[config.mk]
export PLATFORM = sky130hd
export DESIGN_NAME = instr_fetch_queue
export DESIGN_NICKNAME = d
export VERILOG_FILES = /design/src/rtl/instr_fetch_queue_pkg.sv /design/src/rtl/instr_fetch_queue_fifo.sv /design/src/rtl/instr_fetch_queue.sv
export SDC_FILE = /design/constraint.sdc
export NUM_CORES = 1
export LEC_CHECK = 0
export CAP_MARGIN = 10
export CORE_MARGIN = 4
export CORE_UTILIZATION = 60
export CTS_BUF_LIST = sky130_fd_sc_hd__clkbuf_16
export CTS_CLUSTER_DIAMETER = 60
export DETAILED_ROUTE_END_ITERATION = 12
export PLACE_DENSITY_LB_ADDON = 0.15
export SLEW_MARGIN = 20
export SYNTH_ARGS = -nofsm -noshare
export SYNTH_HDL_FRONTEND = slang
export SYNTH_SLANG_ARGS = --single-unit
[constraint.sdc]
create_clock -name clk -period 6 [get_ports clk]
set_input_delay 0.9 -clock clk [delete_from_list [all_inputs] [get_ports clk]]
set_output_delay 0.9 -clock clk [all_outputs]
set_load 0.02 [all_outputs]
[src/rtl/instr_fetch_queue_pkg.sv]
// Shared fetch-stage definitions: instruction width, canonical NOP and
// the {addr, instr} bundle carried from fetch to decode.
package instr_fetch_queue_pkg;

    localparam int ILEN = 32;

    localparam logic [ILEN-1:0] NOP_INSTR = 32'h0000_0013;

    typedef struct packed {
        logic [ILEN-1:0] addr;
        logic [ILEN-1:0] instr;
    } fetch_entry_t;

endpackage

[src/rtl/instr_fetch_queue_fifo.sv]
// fetch_fifo: DEPTH-entry circular queue of fetch_entry_t.
// Ports: clk, rst_n (sync, active-low), push/push_data, pop, flush,
//        count (0..DEPTH), head (entry at read pointer).
module fetch_fifo
    import instr_fetch_queue_pkg::*;
#(
    parameter int DEPTH = 4
) (
    input  logic                     clk,
    input  logic                     rst_n,
    input  logic                     push,
    input  fetch_entry_t             push_data,
    input  logic                     pop,
    input  logic                     flush,
    output logic [$clog2(DEPTH):0]   count,
    output fetch_entry_t             head
);

    localparam int AW = $clog2(DEPTH);
    localparam int CW = AW + 1;

    fetch_entry_t   mem [DEPTH];
    logic [AW-1:0]  wr_ptr;
    logic [AW-1:0]  rd_ptr;

    // Storage needs no reset; validity is tracked by count alone.
    always_ff @(posedge clk) begin
        if (push) begin
            mem[wr_ptr] <= push_data;
        end
    end

    always_ff @(posedge clk) begin
        if (!rst_n || flush) begin
            wr_ptr <= '0;
            rd_ptr <= '0;
            count  <= '0;
        end else begin
            if (push) begin
                wr_ptr <= wr_ptr + AW'(1);
            end
            if (pop) begin
                rd_ptr <= rd_ptr + AW'(1);
            end
            case ({push, pop})
                2'b10:   count <= count + CW'(1);
                2'b01:   count <= count - CW'(1);
                default: count <= count;
            endcase
        end
    end

    assign head = mem[rd_ptr];

endmodule

[src/rtl/instr_fetch_queue.sv]
// Instruction fetch stage with a prefetch queue feeding decode.
// Ports: clk, rst_n (sync, active-low); imem_rd_en/imem_rd_addr out,
//        imem_rd_data in (1-cycle latency); redirect/redirect_addr in;
//        out_valid/out_addr/out_instr out, out_ready in.
// Optional macro FETCH_BYPASS_EN: response bypasses an empty queue.
module instr_fetch_queue
    import instr_fetch_queue_pkg::*;
#(
    parameter int          DEPTH    = 4,
    parameter logic [31:0] RESET_PC = 32'h0
) (
    input  logic        clk,
    input  logic        rst_n,
    output logic        imem_rd_en,
    output logic [31:0] imem_rd_addr,
    input  logic [31:0] imem_rd_data,
    input  logic        redirect,
    input  logic [31:0] redirect_addr,
    output logic        out_valid,
    input  logic        out_ready,
    output logic [31:0] out_addr,
    output logic [31:0] out_instr
);

    localparam int               CW      = $clog2(DEPTH) + 1;
    localparam logic [CW:0]      DEPTH_C = (CW + 1)'(DEPTH);

    logic [CW-1:0]   count;
    fetch_entry_t    head;
    fetch_entry_t    push_data;
    fetch_entry_t    entry;
    logic [ILEN-1:0] fetch_pc;
    logic [ILEN-1:0] req_pc_q;
    logic [ILEN-1:0] redir_pc;
    logic            req_q;
    logic            resp_live;
    logic            credit_ok;
    logic            push;
    logic            pop;

    assign redir_pc = redirect_addr & ~32'h3;

    // Entries held plus the read in flight must leave room; a same-cycle
    // pop is deliberately not credited.
    assign credit_ok = ({1'b0, count} + {{CW{1'b0}}, req_q}) < DEPTH_C;

    assign imem_rd_en   = rst_n & (redirect | credit_ok);
    assign imem_rd_addr = redirect ? redir_pc : fetch_pc;

    // A response landing in a redirect cycle belongs to the old path.
    assign resp_live = req_q & ~redirect;
    assign push_data = '{addr: req_pc_q, instr: imem_rd_data};

    always_ff @(posedge clk) begin
        if (!rst_n) begin
            fetch_pc <= RESET_PC;
            req_pc_q <= RESET_PC;
            req_q    <= 1'b0;
        end else begin
            req_q <= imem_rd_en;
            if (imem_rd_en) begin
                req_pc_q <= imem_rd_addr;
                fetch_pc <= imem_rd_addr + 32'd4;
            end
        end
    end

`ifdef FETCH_BYPASS_EN
    logic byp;

    assign byp       = resp_live & (count == '0);
    assign push      = resp_live & ~(byp & out_ready);
    assign pop       = (count != '0) & out_ready & ~redirect;
    assign out_valid = rst_n & (byp | (count != '0));
    assign entry     = byp ? push_data : head;
`else
    assign push      = resp_live;
    assign pop       = (count != '0) & out_ready & ~redirect;
    assign out_valid = rst_n & (count != '0);
    assign entry     = head;
`endif

    assign out_addr  = entry.addr;
    assign out_instr = out_valid ? entry.instr : NOP_INSTR;

    fetch_fifo #(
        .DEPTH (DEPTH)
    ) u_fifo (
        .clk       (clk),
        .rst_n     (rst_n),
        .push      (push),
        .push_data (push_data),
        .pop       (pop),
        .flush     (redirect),
        .count     (count),
        .head      (head)
    );

endmodule
# Yosys cells after proc, flatten, opt, wreduce, memory -nomap -nowiden

Memories as Yosys holds them, arrays and structs flattened. A register that Yosys moved wholly into a read port is not among the register bits.
Index checks and enable logic that the tools add are counted.

Add/sub/neg operators: 6
Reduce and logical (&&, ||, !) cells: 4
Eq/ne operators: 2
Muxes and demuxes: 7
Magnitude comparators: 1
Bitwise operators: 7

Operator list:

| cell                                                                          | count |
|---|---|
| 32-bit two-way mux                                                            | 2 |
| 32-bit by 3-bit adder with 32-bit output (second input constant)              | 1 |
| 3-bit case mux with 2 select lines                                            | 1 |
| 1-bit bitwise AND                                                             | 5 |
| 2-bit by 1-bit adder with 2-bit output (second input constant)                | 2 |
| 3-bit by 1-bit adder with 4-bit output                                        | 1 |
| 4-bit by 3-bit less-than comparator with 1-bit output (second input constant) | 1 |
| 2-bit two-way mux                                                             | 2 |
| 3-bit by 1-bit adder with 3-bit output (second input constant)                | 1 |
| 3-bit nonzero test                                                            | 1 |
| 3-bit by 1-bit subtractor with 3-bit output (second input constant)           | 1 |
| 2-bit by 1-bit == test with 1-bit output (second input constant)              | 1 |
| 2-bit == test (second input constant)                                         | 1 |
| 1-bit two-way mux                                                             | 2 |
| 2-bit nonzero test                                                            | 1 |
| 1-bit logical NOT                                                             | 1 |
| 1-bit logical OR                                                              | 1 |
| 1-bit NOT                                                                     | 1 |
| 1-bit bitwise OR                                                              | 1 |

Output and inout bits: 98
Memories: 1
Logic and storage cells: 34
Bits in writable memories: 256
Flip-flop bits (word level): 72
Bits of input ports: 68

Memory list:

| name       | depth | bits a word | read ports | clocked after memory_dff | write ports | line                         | text |
|---|---|---|---|---|---|---|---|
| u_fifo.mem | 4     | 64          | 1          | 1                        | 1           | instr_fetch_queue_fifo.sv:22 | `fetch_entry_t mem [DEPTH];` |

# Longest topological paths before layout

Depth in word-level cells: 5
Mapped depth: 12
Mapped depth without buffers: 8

# Modules after synthesis

From an unflattened synthesis, not the netlist that was laid out.

Cell total of the unflattened synthesis: 853
Area, all modules: 13474.2 um^2

By module, submodules not included:

| module            | times used | area an instance (um^2) | seq. area each (um^2) | cells each |
|---|---|---|---|---|
| fetch_fifo        | 1          | 9739.3                  | 7867.5                | 380 |
| instr_fetch_queue | 1          | 3734.8                  | 1261.2                | 473 |

# Least setup slack after synthesis

OpenSTA, ideal clock, no wires.

Path type: in2reg
From: in redirect
To: mem u_fifo.mem[0][0] (netlist bit) (enable)
Path buffers: 4
Arrival time: 3.198 ns
Setup slack: 2.374 ns
Cell stages on the path: 6
Setup time: 0.429 ns
Data required time: 5.571 ns
Path through: buf_6 -> buf_6 -> buf_6 -> buf_2 -> nor2b_1 -> and2_1

Cells in the longest elaborated chain, start to end: 4

RTL lines:

| item                                    | line                         | text |
|---|---|---|
| start: declaration                      | instr_fetch_queue.sv:17      | `input logic redirect,` |
| 1-bit NOT                               | instr_fetch_queue.sv:51      | `assign resp_live = req_q & ~redirect;` |
| 1-bit bitwise AND                       | instr_fetch_queue.sv:51      |  |
| 1-bit two-way mux                       | instr_fetch_queue_fifo.sv:28 | `if (push) begin` |
| 1-bit two-way mux (not written as such) | instr_fetch_queue_fifo.sv:29 | `mem[wr_ptr] <= push_data;` |
| end: declaration                        | instr_fetch_queue_fifo.sv:22 |  |

No other way between the ends.

# Final worst setup path

From: in redirect
To: out imem_rd_addr[22]

Cells in the longest elaborated chain, start to end: 1

RTL lines:

| item               | line                    | text |
|---|---|---|
| 32-bit two-way mux | instr_fetch_queue.sv:48 | `assign imem_rd_addr = redirect ? redir_pc : fetch_pc;` |
| end: declaration   | instr_fetch_queue.sv:15 | `output logic [31:0] imem_rd_addr,` |

No other way between the ends.

==> run metrics <==
reg2reg end fetch_pc[30]; fillcell total between 1000 and 1500; Critical Path, Cell by Cell buf_2 > buf_4 > mux2i_1 > inv_1 > clkdlybuf4s50_1; Mapped Cells between 800 and 900; largest family of logic cells by synthesized area multiplexers; CTS max path bufs 3; Max Fclk between 200 and 250 MHz; setup bufs post-CTS 0; layout cells sized above 1 14.4%; post-CTS resize count 0; Slew headroom 28.9%; Avg Cell Area, Syn roughly 16 sq um; Iteration-0 DRC Markers roughly 560; Via Count roughly 7800; critical path arrival about 3.3 ns; CP peak stage delay 0.79 ns; Slew Limit Fails 0; H-tree depth 2; total CTS buffers 34; Total Routed Length between 20000 and 30000 microns; Synth Area in Compound Gates ~4.5%; most instantiated cells after synthesis 256 x edfxtp_1, 72 x dfxtp_1, 66 x nand3_1, 64 x mux4_2, 50 x nand2_1; vias in the first global route approximately 7900; non-filler instance count after layout between 1000 and 1500; kind of cell adding the most delay to the critical path buffers and inverters; Site Rows 54; CP endpoint kind output pin; I/O Buffers 163; HP Start fetch_pc[13]; Worst setup SP type input pin; Hold/Removal Path Class flip-flop to flip-flop; Core Area 22000 sq um; initial antenna violation count 0; post-DR vias/cell roughly 6; Diodes inserted 0; final net count between 1000 and 1500; die area between 20000 and 25000 sq um; RSZ-0062 raised after global routing no; Area Overhead vs Synth 21.4%; Detail Route Antenna Nets 0; hold path cells 2; CTS tree done; max cap viols 0; Lkg Pwr 5.79 nW; Final TNS setup 0 ns; minimum clock period after layout ~4.2 ns; Die X around 160 microns; Post-synth EDFFs between 200 and 300; Hold Fails Final Rpt 0; hold path endpoint fetch_pc[13]; routed len/inst approximately 20 microns; clk_skew about 0.01 ns; Mapped Area 13500 sq um; Post-Syn Nets 936; Max VDD drop around 0.00025 V; GRT Util Overall between 20% and 30%; Yosys top cell area share a little under three fifths; number of I/O pins 166; Post-CTS Hold Fix Bufs 0; post-layout util approximately three quarters; Crit-path slowest cell buf_2; grt ovf 0; Worst R2R Setup Slack ~3.3 ns; clock root buffer clkbuf_16; Post-DP HPWL 15700 microns; Worst Setup Path Type input pin to output pin; CP max FO ~50; Synth area leader edfxtp_1; Most used DFF post-synth edfxtp_1; GPL Wtd Cong approximately 0.86; Area contributors post-synth edfxtp_1 57%, dfxtp_1 11%, mux4_2 11%, nand3_1 2.4%, mux2i_1 1.5%; global-route wire length before repair approximately 42000 microns; CP Buf/Inv Count 4; clock sinks roughly 330; # placed instances about 1300; status completed; Critical Path RT 5.10 ns; worst r2r path cells 7; adder-cell share of the synthesized area less than 1%; Synth Area in XOR/XNOR 0.844%; number of iterations in the first detailed-routing pass 7; # setup viols final 0; post-synthesis sequential area ratio roughly two thirds; Yosys warning total 0; period utilization between 60 and 70%; largest net degree at the start of global routing between 80 and 90; Initial Util roughly 61%; register bit count reported by yosys between 300 and 400; mux cell area share after synthesis roughly an eighth; CTS clock-pin slew for the worst setup and hold paths about 0.06 ns; ys async rst share 0%; latest clock arrival within the worst-skew pair about 0.50 ns; Worst-Margin Slew about 1.1 ns; DRC 0; chip height roughly 160 microns; Synth Area in Simple Gates 10.6%; Power Dens Cells 298 nW/um^2; Cell variety after synth slightly below 50; reg-to-reg startpoint fetch_pc[2]; top-count cell post-synth edfxtp_1
cells in the final DEF, fill, tap and decap left out, types with 6 or more instances in the layout:
master / count
clkdlybuf4s50_1: 161
xnor2_1: 7
nor2b_1: 32
mux2i_1: 20
xor2_1: 6
nand2_1: 50
nand4_1: 10
or3_1: 9
mux4_2: 64
edfxtp_1: 256
a21oi_1: 9
ha_1: 6
nand3b_1: 7
o21ai_0: 10
buf_4: 6
nor3b_1: 10
nor2_1: 34
clkinv_1: 6
o2111ai_1: 8
o211a_1: 20
mux2_2: 10
inv_1: 44
nand3_1: 66
clkbuf_16: 37
dfxtp_1: 70
through the flow:
step	power, mW	worst slack, ns	instance area, sq um	hold slack, ns
global route	5.06	1.68	16400	0.517
global placement	2.93	1.87	15300	0.464
finish	4.89	1.83	16400	0.484
CTS	4.93	1.80	16400	0.481
detailed placement	2.94	1.81	15300	0.469
floorplan	2.78	2.37	13500	0.446
how the worst max path moves through the flow:
stage / from / endpoint / depth (start not counted)
2_1_floorplan: redirect / u_fifo.mem[0][0] / 6
3_3_place_gp: redirect / fetch_pc[28] / 8
3_5_place_dp: redirect / fetch_pc[30] / 8
4_1_cts: flip-flop / out_addr[12] / 3
5_1_grt: redirect / imem_rd_addr[22] / 5
6_report: redirect / imem_rd_addr[22] / 5
sequential cells by signal, summed over array words and instances (netlist names), named ones only:
name / count
fetch_pc: 32
u_fifo.wr_ptr: 2
req_q: 1
u_fifo.rd_ptr: 2
req_pc_q: 30
u_fifo.count: 3
u_fifo.mem: 256
cells by family after synthesis:
logic type / Yosys count
xor gates and xnor gates: 13
AOI/OAI and AO/OA: 76
muxes: 94
adders and majority gates: 7
buffers and inverters: 83
DFF: 328
and+or+nand+nor: 260
area by class of cell:
| class | count | area, sq um | area share [%] |
|---|---|---|---|
| Timing Repair Buffer | 170 | 1690 | 10.3 |
| Clock buffer | 37 | 926 | 5.65 |
| Inverter | 32 | 120 | 0.733 |
| Tap cell | 280 | 350 | 2.14 |
| Multi-Input combinational cell | 450 | 4010 | 24.5 |
| Clock inverter | 25 | 151 | 0.924 |
| Sequential cell | 328 | 9140 | 55.7 |
worst min-delay path, delay by kind of cell (launching register included):
family | cells | cell delay, ns
AND/OR/NAND/NOR | 2 | 0.12
flip-flops | 1 | 0.33
layer usage:
metal  vias to the layer above  track usage (%)  wire, microns
li1                       3638                -              -
met1                      3850             31.4          11800
met2                       291             34.4          12500
met3                        45             4.32           1940
met4                         0             5.12            483
met5                         -                0              0
power breakdown:
part / switching, mW / internal, mW / total (mW)
Sequential: 0.0374 / 2.51 / 2.55
Clock: 0.803 / 1.19 / 1.99
Combinational: 0.180 / 0.167 / 0.347
Total: 1.02 / 3.87 / 4.89
(Power assumes the default switching activity.)
